[config.mk]
export PLATFORM = sky130hd
export DESIGN_NAME = coord_stream_reader
export DESIGN_NICKNAME = d
export VERILOG_FILES = /design/src/rtl/coord_stream_reader.sv
export SDC_FILE = /design/constraint.sdc
export NUM_CORES = 1
export LEC_CHECK = 0
export BUFFER_PORTS_ARGS = -buffer_cell sky130_fd_sc_hd__buf_2
export CAP_MARGIN = 0
export CORE_ASPECT_RATIO = 0.5
export CORE_MARGIN = 3
export CORE_UTILIZATION = 47
export DETAILED_ROUTE_END_ITERATION = 12
export PLACE_DENSITY = 0.82
export SLEW_MARGIN = 20
export SYNTH_ARGS = -nofsm -noshare
export SYNTH_HDL_FRONTEND = slang
export SYNTH_SLANG_ARGS = --single-unit
[constraint.sdc]
create_clock -name clk -period 5.9 [get_ports clk]
set_input_delay 0 -clock clk [delete_from_list [all_inputs] [get_ports clk]]
set_output_delay 0 -clock clk [all_outputs]
set_load 0.05 [all_outputs]
[src/rtl/coord_stream_reader.sv]
// coord_stream_reader: sweeps the shared X/Y coordinate memory read port over
// entries 0..arr_size-1. Each on-screen (x, y) pair is presented as a
// valid/ready point stream. Off-screen pairs are dropped and counted.
//
// Ports:
//   clk, reset         system clock, synchronous active-high reset
//   start, arr_size    begin a sweep of arr_size entries (honoured only when idle)
//   rd_addr            read address shared by the X and Y memories
//   x_rd_data/y_rd_data memory read data, valid one cycle after rd_addr
//   pt_valid/pt_ready  point stream handshake; pt_x/pt_y carry the point
//   busy, done         sweep in progress / one-cycle completion pulse
//   drop_cnt           clipped points in the current or last sweep
module coord_stream_reader #(
  parameter int unsigned ADDR_W   = 8,
  parameter int unsigned DATA_W   = 32,
  parameter int unsigned SCREEN_W = 640,
  parameter int unsigned SCREEN_H = 480
) (
  input  logic              clk,
  input  logic              reset,
  input  logic              start,
  input  logic [7:0]        arr_size,
  output logic [ADDR_W-1:0] rd_addr,
  input  logic [DATA_W-1:0] x_rd_data,
  input  logic [DATA_W-1:0] y_rd_data,
  output logic              pt_valid,
  input  logic              pt_ready,
  output logic [9:0]        pt_x,
  output logic [8:0]        pt_y,
  output logic              busy,
  output logic              done,
  output logic [7:0]        drop_cnt
);

  typedef enum logic [2:0] {IDLE, READ, LATCH, OUT, DONE} state_t;

  state_t            state, state_n;
  logic [7:0]        idx, idx_n;
  logic [7:0]        size_q, size_n;
  logic [ADDR_W-1:0] rd_addr_n;
  logic              pt_valid_n, busy_n, done_n;
  logic [9:0]        pt_x_n;
  logic [8:0]        pt_y_n;
  logic [7:0]        drop_n;
  logic              advance;
  logic              x_ok, y_ok;

  // Signed range check: a clear sign bit plus an unsigned upper bound.
  assign x_ok = !x_rd_data[DATA_W-1] && (x_rd_data < DATA_W'(SCREEN_W));
  assign y_ok = !y_rd_data[DATA_W-1] && (y_rd_data < DATA_W'(SCREEN_H));

  // State and registered outputs.
  always_ff @(posedge clk) begin
    if (reset) begin
      state    <= IDLE;
      idx      <= '0;
      size_q   <= '0;
      rd_addr  <= '0;
      pt_valid <= 1'b0;
      pt_x     <= '0;
      pt_y     <= '0;
      busy     <= 1'b0;
      done     <= 1'b0;
      drop_cnt <= '0;
    end else begin
      state    <= state_n;
      idx      <= idx_n;
      size_q   <= size_n;
      rd_addr  <= rd_addr_n;
      pt_valid <= pt_valid_n;
      pt_x     <= pt_x_n;
      pt_y     <= pt_y_n;
      busy     <= busy_n;
      done     <= done_n;
      drop_cnt <= drop_n;
    end
  end

  // Next-state and next-output logic.
  always_comb begin
    state_n    = state;
    idx_n      = idx;
    size_n     = size_q;
    rd_addr_n  = rd_addr;
    pt_valid_n = pt_valid;
    pt_x_n     = pt_x;
    pt_y_n     = pt_y;
    busy_n     = busy;
    done_n     = 1'b0;
    drop_n     = drop_cnt;
    advance    = 1'b0;

    case (state)
      IDLE: begin
        if (start) begin
          size_n = arr_size;
          idx_n  = '0;
          drop_n = '0;
          busy_n = 1'b1;
          if (arr_size == 8'd0) begin
            state_n = DONE;
            done_n  = 1'b1;
          end else begin
            state_n   = READ;
            rd_addr_n = '0;
          end
        end
      end
      READ: state_n = LATCH;
      LATCH: begin
        if (x_ok && y_ok) begin
          pt_x_n     = x_rd_data[9:0];
          pt_y_n     = y_rd_data[8:0];
          pt_valid_n = 1'b1;
          state_n    = OUT;
        end else begin
          if (drop_cnt != 8'hFF) drop_n = drop_cnt + 8'd1;
          advance = 1'b1;
        end
      end
      OUT: begin
        if (pt_ready) begin
          pt_valid_n = 1'b0;
          advance    = 1'b1;
        end
      end
      DONE: begin
        busy_n  = 1'b0;
        state_n = IDLE;
      end
      default: state_n = IDLE;
    endcase

    // Step to the next entry or finish; idx never passes size_q-1.
    if (advance) begin
      if (idx == size_q - 8'd1) begin
        state_n = DONE;
        done_n  = 1'b1;
      end else begin
        idx_n     = idx + 8'd1;
        rd_addr_n = ADDR_W'(idx + 8'd1);
        state_n   = READ;
      end
    end
  end

endmodule

---- Yosys cells after proc, flatten, opt, wreduce, memory -nomap -nowiden ----
Cells that the tools add are included.
operators by class
  add/sub/neg operators ................... 3
  $lt $le $gt $ge ......................... 2
  equal/unequal tests ..................... 14
  muxes and demuxes ....................... 32
  reduce and logical (&&, ||, !) cells .... 16
operators with widths
  cell                  count
  $mux 8                12
  $lt 32x10->1 const B  1
  $lt 32x9->1 const B   1
  $add 8x1->8 const B   2
  $pmux 8 s2            1
  $mux 3                5
  $ne 2x2->1 const B    6
  $pmux 3 s4            1
  $mux 1                10
  $eq 8x8->1            1
  $logic_not 8->1       1
  $ne 8x8->1 const B    1
  $sub 8x1->8 const B   1
  $eq 3x2->1 const B    2
  $ne 3x3->1 const B    2
  $pmux 1 s2            3
  $reduce_and 2->1      3
  $reduce_and 3->1      2
  $reduce_bool 2->1     3
  $reduce_and 4->1      1
  $eq 3x1->1 const B    1
  $eq 3x3->1 const B    1
  $logic_and 1x1->1     3
  $logic_not 3->1       1
  $logic_not 1->1       2
word-level totals
  bits in registers ....................... 57
  input bits .............................. 76
  logic and storage cells ................. 77

---- Longest topological paths before layout ----
Gate-level depths: netlist of the first run.
  word-level depth ........................ 7
  gate-level depth with buffers ........... 9
  mapped depth without buffers ............ 8

---- Least setup slack after synthesis of the first run ----
No wires, ideal clock.
  kind .................................... register to register
  start point ............................. reg size_q[0]
  end point ............................... reg rd_addr[1]
  setup time .............................. 0.117 ns
  arrival time ............................ 2.117 ns
  setup slack ............................. 3.665 ns
  stages on the path, launching flop included .. 8
  buffers on the path ..................... 1
  cell sequence ........................... dfxtp_1 -> or4_4 -> o221a_1 -> a311oi_2 -> a2111o_1 -> nand2_2 -> buf_6 -> a32o_1
on the way
  longest elaborated chain between the ends .. 4
ends and longest elaborated chain
  item                      RTL line  RTL
  start: declaration        39        logic [7:0] size_q, size_n;
  start signal: assignment  68        size_q <= size_n;
  $sub 8x1->8               136       if (idx == size_q - 8'd1) begin
  $eq 8x8->1                136
  $mux 8                    136
  $mux 8                    135       if (advance) begin
  end signal: assignment    69        rd_addr <= rd_addr_n;
  end: declaration          23        output logic [ADDR_W-1:0] rd_addr,
No other way between the ends.
A chain may end at the register's enable or synchronous reset.

---- Worst setup path after layout of the first run ----
  start point ............................. reg size_q[0]
  end point ............................... reg idx[7]
on the way
  longest elaborated chain between the ends .. 4
ends and longest elaborated chain
  item                    RTL line  RTL
  $sub 8x1->8             136
  $eq 8x8->1              136
  $mux 8                  136
  $mux 8                  135
  end signal: assignment  67        idx <= idx_n;
  end: declaration        38        logic [7:0] idx, idx_n;
No other way between the ends.

==> report_table.html, run 1 <==
<table>
<tr><th>Metric</th><th>Value</th></tr>
<tr><th colspan="2">Floorplan</th></tr>
<tr><td>DIE HEIGHT</td><td>59.2 um</td></tr>
<tr><td>Die width</td><td>112 um</td></tr>
<tr><td>Standard-cell rows</td><td>18</td></tr>
<tr><td>Top-level port count</td><td>114</td></tr>
<tr><td>Area inside the core boundary</td><td>0.00518 mm^2</td></tr>
<tr><td>Effective utilization at floorplan</td><td>51.3%</td></tr>
<tr><td>Area of the die</td><td>about 0.0066 mm^2</td></tr>
<tr><th colspan="2">Worst hold path</th></tr>
<tr><td>Worst hold path type</td><td>in -&gt; reg</td></tr>
<tr><th colspan="2">Synthesis</th></tr>
<tr><td>Mean instance size in the synthesized netlist</td><td>roughly 9.3 um^2</td></tr>
<tr><td>Count of flip-flops with a built-in enable after synthesis</td><td>0</td></tr>
<tr><td>Share of cell area taken by muxes after synthesis</td><td>under 10%</td></tr>
<tr><td>Simple-gate share of the synthesized area</td><td>between 20% and 30%</td></tr>
<tr><td>Adder and majority cell fraction of the synthesized area</td><td>approximately 1.4%</td></tr>
<tr><td>Main combinational cell family by area after synthesis</td><td>simple AND/OR/NAND/NOR gates</td></tr>
<tr><td>Count of mapped cells out of synthesis</td><td>between 200 and 300</td></tr>
<tr><td>Top FF cell, synth</td><td>dfxtp_1</td></tr>
<tr><td>Proportion of synthesized chip area in sequential cells</td><td>43.0%</td></tr>
<tr><td>Synth Area in Compound Gates</td><td>approximately 15%</td></tr>
<tr><td>Share of the synthesized netlist area taken by xor and xnor gates</td><td>approximately 7.3%</td></tr>
<tr><td>Post-synth cell types</td><td>55</td></tr>
<tr><td>Number of storage elements in the synthesis netlist</td><td>57</td></tr>
<tr><td>Synth top area share</td><td>43.0%</td></tr>
<tr><td>Syn nets</td><td>365</td></tr>
<tr><td>Synthesized cell area</td><td>0.00266 mm^2</td></tr>
<tr><td>Area contributors post-synth</td><td>dfxtp_1, mux2i_1, nor2_1, xnor2_1, nor4_1</td></tr>
<tr><td>Biggest area consumer among synthesized cells</td><td>dfxtp_1</td></tr>
<tr><td>Fraction of registers with async set or reset after synthesis</td><td>0%</td></tr>
<tr><td>Number of warning messages in the yosys log</td><td>0</td></tr>
<tr><th colspan="2">Power</th></tr>
<tr><td>Post-route total power</td><td>0.00118 W</td></tr>
<tr><td>Cell area power density</td><td>~300 mW/mm^2</td></tr>
<tr><td>IR Drop Worst-Case VDD</td><td>207 uV</td></tr>
<tr><td>Leakage</td><td>1.66 nW</td></tr>
<tr><th colspan="2">Drt</th></tr>
<tr><td>Number of vias after detailed routing</td><td>roughly 2800</td></tr>
<tr><td>Detailed Route WL</td><td>8520 um</td></tr>
<tr><td>Via count normalized by instance count</td><td>about 5.6</td></tr>
<tr><td>DRC violations left</td><td>0</td></tr>
<tr><td>Routed Antenna Nets</td><td>0</td></tr>
<tr><td>Violation count after the first detailed-routing iteration</td><td>180</td></tr>
<tr><td>Routed WL per cell</td><td>17.0 um</td></tr>
<tr><td>1st-pass router iterations</td><td>5</td></tr>
<tr><th colspan="2">STA</th></tr>
<tr><td>Actual transition at the worst max-transition pin</td><td>0.880 ns</td></tr>
<tr><td>Worst slew margin relative to its limit</td><td>40.8%</td></tr>
<tr><td>Worst clock skew</td><td>around 0.0038 ns</td></tr>
<tr><td>Min Clock Period, post-route</td><td>roughly 2.5 ns</td></tr>
<tr><td>Count of final setup violators</td><td>0</td></tr>
<tr><td>Number of failing hold endpoints at the final stage</td><td>0</td></tr>
<tr><td>Final setup TNS</td><td>0 ns</td></tr>
<tr><td>Final clock period utilization by the worst path</td><td>42.5%</td></tr>
<tr><td>Maximum clock frequency</td><td>between 300 and 400 MHz</td></tr>
<tr><td>Max Slew Vio Count</td><td>0</td></tr>
<tr><td>Setup repair after global routing missed its margin</td><td>no</td></tr>
<tr><th colspan="2">CTS</th></tr>
<tr><td>CTS hold repair buffers</td><td>27</td></tr>
<tr><td>Buffers inserted during post-CTS setup optimization</td><td>0</td></tr>
<tr><td>Clock latency on the worst-skew pair</td><td>0.32 ns</td></tr>
<tr><td>Number of clock sinks</td><td>57</td></tr>
<tr><td>TritonCTS buffer count</td><td>9</td></tr>
<tr><td>Buffer levels on the longest clock path</td><td>2</td></tr>
<tr><td>TritonCTS clock tree</td><td>done</td></tr>
<tr><td>Post-CTS resize count</td><td>0</td></tr>
<tr><td>Register clock-pin slew on the reported worst setup and hold paths</td><td>0.05 ns</td></tr>
<tr><td>H-tree level count</td><td>3</td></tr>
<tr><td>Clock Tree Root</td><td>clkbuf_16</td></tr>
<tr><th colspan="2">Worst setup path</th></tr>
<tr><td>Destination of the worst register-to-register timing path</td><td>idx[7]</td></tr>
<tr><td>Slowest library cell on the worst path</td><td>a2111oi_4</td></tr>
<tr><td>Buffering stage count on the worst path with inverters included</td><td>1</td></tr>
<tr><td>Critical path start-end classification</td><td>reg -&gt; reg</td></tr>
<tr><td>CP arrival</td><td>2.73 ns</td></tr>
<tr><td>Data required time of the worst path</td><td>6.12 ns</td></tr>
<tr><td>Critical path destination</td><td>idx[7]</td></tr>
<tr><td>Crit path capture type</td><td>flip-flop</td></tr>
<tr><td>Critical Path Start Type</td><td>flip-flop</td></tr>
<tr><td>RR Startpoint</td><td>size_q[0]</td></tr>
<tr><td>Number of cells traversed by the worst register-to-register path</td><td>8</td></tr>
<tr><td>Instance count on the critical path</td><td>8</td></tr>
<tr><td>Setup crit start</td><td>size_q[0]</td></tr>
<tr><td>Chain of cells forming the critical path</td><td>inv_1, ha_1, or3b_1, nor3_1, xnor2_1, a2111oi_4, nor3_2, a22o_1</td></tr>
<tr><td>CP delay by family, top</td><td>compound AO/OA/AOI/OAI gates</td></tr>
<tr><td>Largest driver fanout on the critical path</td><td>7</td></tr>
<tr><td>Largest incremental delay on the critical path</td><td>roughly 0.58 ns</td></tr>
<tr><td>Setup slack of the most critical reg-to-reg path</td><td>3.39 ns</td></tr>
<tr><th colspan="2">Global route</th></tr>
<tr><td>Global-route wire length before repair</td><td>13400 um</td></tr>
<tr><td>Total grt overflow</td><td>0</td></tr>
<tr><td>Global routing met2 resource utilization</td><td>48.3%</td></tr>
<tr><td>Global routing usage on met1</td><td>26.8%</td></tr>
<tr><td>All-Layer GR Usage</td><td>between 20% and 30%</td></tr>
<tr><td>Met3 Use GR</td><td>8.87%</td></tr>
<tr><td>Pin count of the biggest net entering global routing</td><td>43</td></tr>
<tr><td>Number of antenna violations at the first check in global routing</td><td>0</td></tr>
<tr><td>Global routing's busiest layer</td><td>met2</td></tr>
<tr><td>Via count of the first global-routing pass</td><td>between 2000 and 3000</td></tr>
<tr><th colspan="2">Layout</th></tr>
<tr><td>Ratio of cells with drive above 1 in the final layout</td><td>about 32%</td></tr>
<tr><td>Layout area overhead</td><td>44.9%</td></tr>
<tr><td>Most common library cell in the layout ignoring fill and taps</td><td>buf_2</td></tr>
<tr><td>Highest-count cells in the layout ignoring fill and taps</td><td>buf_2, dfxtp_1, nor2_1, dlygate4sd3_1, nand2_1</td></tr>
<tr><td>Net count, final</td><td>around 510</td></tr>
<tr><td>Antenna diode count</td><td>0</td></tr>
<tr><td>Design Area, Final</td><td>0.00385 mm^2</td></tr>
<tr><th colspan="2">Place</th></tr>
<tr><td>Final HPWL from detailed placement</td><td>5280 um</td></tr>
<tr><td>PortBufs</td><td>roughly 110</td></tr>
<tr><td>Placed Area</td><td>0.00327 mm^2</td></tr>
<tr><td>Gp weighted congestion</td><td>approximately 0.84</td></tr>
<tr><th colspan="2">Status</th></tr>
<tr><td>Status</td><td>complete, no violations</td></tr>
<tr><th colspan="2">Flow run</th></tr>
<tr><td>Max-cap violations</td><td>0</td></tr>
</table>
worst min path at each step:
stage	slack, ns	cells after the start	start	to
5_1_grt	0.05	3	start	state[0]
6_report	0.05	3	start	busy
4_1_cts	0.04	3	start	busy
2_1_floorplan	0.14	2	arr_size[7]	size_q[7]
3_5_place_dp	0.25	3	x_rd_data[4]	pt_x[4]
3_3_place_gp	0.23	3	x_rd_data[2]	pt_x[2]
synthesized netlist by cell type (all sizes together), types with 4 or more instances:
cell     n
dfxtp   57
nor2    43
nand2   22
mux2i   19
nor4    18
xnor2   15
a21oi   13
nand3    9
clkbuf   7
xor2     7
nand4    6
nor3     6
o21ai    6
buf      4
state kept, by name (all words and copies together) (netlist names):
signal	count
size_q	8
rd_addr	8
done	1
drop_cnt	8
busy	1
idx	8
pt_x	10
pt_valid	1
state	3
pt_y	9
logic make-up after synthesis:
group,count (synthesis)
mux,19
xor+xnor,22
simple gates,125
compound gates,47
fa+ha+maj,3
flops,57
buf+inv,13
worst register-to-register path: stages (launching register included):
cell and delay [ns]:
dfxtp_1 0.36, inv_1 0.09, ha_1 0.22, or3b_1 0.40, nor3_1 0.19, xnor2_1 0.15
a2111oi_4 0.58, nor3_2 0.16, a22o_1 0.27
layer usage:
layer	share of wire, %	vias to the layer above
li1	-	1333
met1	38	1322
met2	52	113
met3	6.4	22
met4	2.7	0
met5	0	-
final cells by class:
type                    instances  area, um^2
multi-input cells             216        1470
well taps                      70        87.6
repair buffers                141         843
fillers                       352        1330
clock inverters                 6        66.3
flip-flops and latches         57        1140
clock buffers                  10         239
inverters                       2        7.51
report_power, final:
| part | internal, W | total [W] | leakage (nW) | switching, W |
|---|---|---|---|---|
| clock network | 0.000338 | 0.000525 | 0.141 | 0.000186 |
| logic | 0.0000925 | 0.000229 | 1.05 | 0.000136 |
| registers | 0.000403 | 0.000425 | 0.461 | 0.0000224 |
| total | 0.000834 | 0.00118 | 1.66 | 0.000345 |
stage by stage:
stage	utilization [%]	hold slack, ns	setup WS, ns	std cells
5_1_grt	74.3	0.0481	3.19	502
6_report	74.3	0.0512	3.39	502
3_3_place_gp	63.2	0.233	3.51	459
3_5_place_dp	63.2	0.246	3.42	459
4_1_cts	74.3	0.0449	3.41	502
2_1_floorplan	-	0.136	3.67	286
Note: power is estimated with default switching activity, not from simulation.
==> run 2: changes to the inputs <==
--- a/config.mk
+++ b/config.mk
@@ -9,9 +9,9 @@
 export CAP_MARGIN = 0
 export CORE_ASPECT_RATIO = 0.5
 export CORE_MARGIN = 3
-export CORE_UTILIZATION = 47
+export CORE_UTILIZATION = 43
 export DETAILED_ROUTE_END_ITERATION = 12
-export PLACE_DENSITY = 0.82
+export PLACE_DENSITY = 0.79
 export SLEW_MARGIN = 20
 export SYNTH_ARGS = -nofsm -noshare
 export SYNTH_HDL_FRONTEND = slang
==> constraint.sdc (replaced) <==
create_clock -name clk -period 2.1 [get_ports clk]
set_input_delay 0 -clock clk [delete_from_list [all_inputs] [get_ports clk]]
set_output_delay 0 -clock clk [all_outputs]
set_load 0.05 [all_outputs]
==> report_table.html, run 2 (synthesized netlist as in run 1, its figures left out) <==
<table>
<tr><th>Metric</th><th>Value</th></tr>
<tr><th colspan="2">Worst setup path</th></tr>
<tr><td>Destination of the worst register-to-register timing path</td><td>idx[2]</td></tr>
<tr><td>Setup crit start</td><td>size_q[2]</td></tr>
<tr><td>Critical path destination</td><td>idx[2]</td></tr>
<tr><td>Critical Path Start Type</td><td>flip-flop</td></tr>
<tr><td>CP arrival</td><td>2.63 ns (-0.10 ns)</td></tr>
<tr><td>Data required time of the worst path</td><td>2.33 ns (-3.79 ns)</td></tr>
<tr><td>Setup slack of the most critical reg-to-reg path</td><td>-0.29 ns (-3.68 ns)</td></tr>
<tr><td>RR Startpoint</td><td>size_q[2]</td></tr>
<tr><td>Crit path capture type</td><td>flip-flop</td></tr>
<tr><td>Largest driver fanout on the critical path</td><td>8 (+1)</td></tr>
<tr><td>Critical path start-end classification</td><td>reg -&gt; reg</td></tr>
<tr><td>Number of cells traversed by the worst register-to-register path</td><td>7 (-1)</td></tr>
<tr><th colspan="2">STA</th></tr>
<tr><td>Setup repair after global routing missed its margin</td><td>yes</td></tr>
<tr><td>Final clock period utilization by the worst path</td><td>114% (+71 points)</td></tr>
<tr><td>Worst slew margin relative to its limit</td><td>53.7% (+13 points)</td></tr>
<tr><td>Count of final setup violators</td><td>19 (+19)</td></tr>
<tr><td>Max Slew Vio Count</td><td>0 (unchanged)</td></tr>
<tr><td>Number of failing hold endpoints at the final stage</td><td>0 (unchanged)</td></tr>
<tr><td>Actual transition at the worst max-transition pin</td><td>0.694 ns (-0.185 ns)</td></tr>
<tr><td>Min Clock Period, post-route</td><td>2.39 ns (-0.116 ns)</td></tr>
<tr><td>Crit path setup slack, layout</td><td>-0.293 ns (-3.68 ns)</td></tr>
<tr><td>Worst clock skew</td><td>0.00601 ns (+0.00219 ns)</td></tr>
<tr><td>Maximum clock frequency</td><td>418 MHz (+4.9%)</td></tr>
<tr><td>Final setup TNS</td><td>-4.23 ns (-4.23 ns)</td></tr>
<tr><th colspan="2">Layout</th></tr>
<tr><td>Ratio of cells with drive above 1 in the final layout</td><td>38.1% (+5.7 points)</td></tr>
<tr><td>Antenna diode count</td><td>0 (unchanged)</td></tr>
<tr><td>Filler Cells Inserted</td><td>413 (+17%)</td></tr>
<tr><td>Most common library cell in the layout ignoring fill and taps</td><td>buf_2</td></tr>
<tr><td>Net count, final</td><td>529 (+4.5%)</td></tr>
<tr><td>Most flops, register</td><td>pt_x</td></tr>
<tr><td>Highest-count cells in the layout ignoring fill and taps</td><td>buf_2, dfxtp_1, nor2_1, dlygate4sd3_1, buf_4</td></tr>
<tr><td>Layout area overhead</td><td>56.2%</td></tr>
<tr><td>Design Area, Final</td><td>0.00415 mm^2 (+7.8%)</td></tr>
<tr><td>Max reg flops</td><td>10 (unchanged)</td></tr>
<tr><td>Registers with the most flip-flops</td><td>pt_x: 10 flops, pt_y: 9 flops</td></tr>
<tr><th colspan="2">Floorplan</th></tr>
<tr><td>Area of the die</td><td>0.00721 mm^2 (+8.6%)</td></tr>
<tr><td>Top-level port count</td><td>114 (unchanged)</td></tr>
<tr><td>DIE HEIGHT</td><td>61.6 um (+4.1%)</td></tr>
<tr><td>Standard-cell rows</td><td>19 (+1)</td></tr>
<tr><td>Die width</td><td>117 um (+4.3%)</td></tr>
<tr><td>Area inside the core boundary</td><td>0.00573 mm^2 (+11%)</td></tr>
<tr><td>Effective utilization at floorplan</td><td>46.4% (-4.9 points)</td></tr>
<tr><th colspan="2">Power</th></tr>
<tr><td>Reported net switching power</td><td>0.000995 W (+190%)</td></tr>
<tr><td>Proportion of power drawn by flip-flops and latches</td><td>34.5% (-1.6 points)</td></tr>
<tr><td>Leakage</td><td>1.81 nW (+9.1%)</td></tr>
<tr><td>Switching Share</td><td>28.8% (-0.44 points)</td></tr>
<tr><td>Cell area power density</td><td>833 mW/mm^2 (+170%)</td></tr>
<tr><td>Cell-internal power</td><td>0.00246 W (+190%)</td></tr>
<tr><td>Relative contribution of combinational cells to total power</td><td>23.9% (+4.5 points)</td></tr>
<tr><td>IR Drop Worst-Case VDD</td><td>425 uV (+110%)</td></tr>
<tr><td>Clock network fraction of total power</td><td>41.6% (-2.9 points)</td></tr>
<tr><th colspan="2">CTS</th></tr>
<tr><td>TritonCTS buffer count</td><td>9 (unchanged)</td></tr>
<tr><td>H-tree level count</td><td>3 (unchanged)</td></tr>
<tr><td>Register clock-pin slew on the reported worst setup and hold paths</td><td>0.05 ns (about the same)</td></tr>
<tr><td>Number of clock sinks</td><td>57 (unchanged)</td></tr>
<tr><td>Clock latency on the worst-skew pair</td><td>0.32 ns (about the same)</td></tr>
<tr><td>Clock Tree Root</td><td>clkbuf_16</td></tr>
<tr><td>TritonCTS clock tree</td><td>done</td></tr>
<tr><td>Buffer levels on the longest clock path</td><td>2 (unchanged)</td></tr>
<tr><th colspan="2">Global route</th></tr>
<tr><td>Pin count of the biggest net entering global routing</td><td>42 (-2.3%)</td></tr>
<tr><td>All-Layer GR Usage</td><td>23.3% (-2.5 points)</td></tr>
<tr><td>Global-route wire length before repair</td><td>12800 um (-4.1%)</td></tr>
<tr><td>Total grt overflow</td><td>0 (unchanged)</td></tr>
<tr><td>Number of antenna violations at the first check in global routing</td><td>0 (unchanged)</td></tr>
<tr><td>Via count of the first global-routing pass</td><td>2748 (-3.8%)</td></tr>
<tr><th colspan="2">Drt</th></tr>
<tr><td>Number of vias after detailed routing</td><td>2960 (+6.1%)</td></tr>
<tr><td>Via count normalized by instance count</td><td>5.50 (-1.0%)</td></tr>
<tr><td>Routed Antenna Nets</td><td>0 (unchanged)</td></tr>
<tr><td>1st-pass router iterations</td><td>5 (unchanged)</td></tr>
<tr><td>Violation count after the first detailed-routing iteration</td><td>257 (+43%)</td></tr>
<tr><td>DRC violations left</td><td>0 (unchanged)</td></tr>
<tr><td>Routed WL per cell</td><td>17.0 um (+0.27%)</td></tr>
<tr><td>Detailed Route WL</td><td>9160 um (+7.5%)</td></tr>
<tr><th colspan="2">Worst hold path</th></tr>
<tr><td>Hold path cells</td><td>3 (unchanged)</td></tr>
<tr><td>Worst hold path type</td><td>in -&gt; reg</td></tr>
<tr><td>Origin of the worst min-delay path</td><td>start</td></tr>
<tr><th colspan="2">Flow run</th></tr>
<tr><td>Max-cap violations</td><td>0 (unchanged)</td></tr>
<tr><th colspan="2">Place</th></tr>
<tr><td>Final HPWL from detailed placement</td><td>5340 um (+1.1%)</td></tr>
<tr><td>Gp weighted congestion</td><td>0.768 (-8.6%)</td></tr>
<tr><td>Placed Area</td><td>0.00345 mm^2 (+5.2%)</td></tr>
<tr><td>PortBufs</td><td>113 (unchanged)</td></tr>
<tr><th colspan="2">Status</th></tr>
<tr><td>Status</td><td>complete, but fails checks</td></tr>
<tr><td>Failing checks</td><td>negative setup slack</td></tr>
</table>
[run 2: cell count changes in the layout (fill, tap and decap cells not counted), moves of 2 or more]
cell        previous run  this run
clkinvlp_4             3         0
a22oi_1                3         0
nor4_1                17        15
dfxtp_1               57        55
dfxtp_2                0         2
nor4_4                 1         3
a22oi_2                0         3
buf_4                  1        22
[run 2: worst min path at each step]
stage / to / slack, ns
detailed placement: pt_y[3] / 0.24
global placement: pt_x[5] / 0.23
finish: state[0] / 0.06
global route: state[0] / 0.09
floorplan: size_q[0] / 0.13
CTS: state[0] / 0.05
[run 2: worst max-delay path, stage by stage, from the launching register on]
cell       delay, ns
dfxtp_1         0.31
or4_4           0.57
and4bb_1        0.35
a311oi_4        0.08
a2111o_1        0.44
buf_6           0.14
a21oi_4         0.24
o2bb2ai_1       0.18
[run 2: layer usage]
metal	share of wire [%]	vias to the layer above	track usage, %
met4	4.1	0	13.2
met2	50	162	40.0
met5	0	-	0
met3	6.6	37	6.77
met1	39	1386	26.7
li1	-	1375	-
[run 2: layout make-up]
type                    count  area [um^2]  share of cell area, %
repair buffers            164         1030                   24.9
clock buffers              12          256                   6.18
multi-input cells         216         1570                   37.7
inverters                   2         7.51                  0.181
flip-flops and latches     57         1140                   27.6
clock inverters             3         40.0                  0.965
well taps                  84          105                   2.53
[run 2: through the flow]
stage | cells | utilization, % | total power [W] | hold WS [ns] | setup WS [ns]
after floorplan | 286 | - | 0.00163 | 0.128 | -0.118
after global placement | 491 | 60.1 | 0.00185 | 0.233 | -0.155
after detailed placement | 491 | 60.1 | 0.00187 | 0.244 | -0.223
after CTS | 534 | 70.6 | 0.00335 | 0.0544 | -0.211
after global routing | 538 | 72.4 | 0.00357 | 0.0851 | -0.340
final | 538 | 72.4 | 0.00346 | 0.0598 | -0.293
[run 2: repair_timing]
item,in CTS,in global routing
setup endpoints to repair,19,19
setup buffers,1,4
pin swaps,8,13
gates resized for setup,5,13
hold endpoints to repair,27,0
hold buffers,27,0
[run 2: power by group through the flow]
| stage | clock network [W] | logic, W | registers, W |
|---|---|---|---|
| 2_1_floorplan | 0 | 0.000378 | 0.00125 |
| 3_3_place_gp | 0 | 0.000650 | 0.00120 |
| 3_5_place_dp | 0 | 0.000664 | 0.00120 |
| 4_1_cts | 0.00144 | 0.000718 | 0.00118 |
| 5_1_grt | 0.00150 | 0.000881 | 0.00119 |
| 6_report | 0.00144 | 0.000825 | 0.00119 |
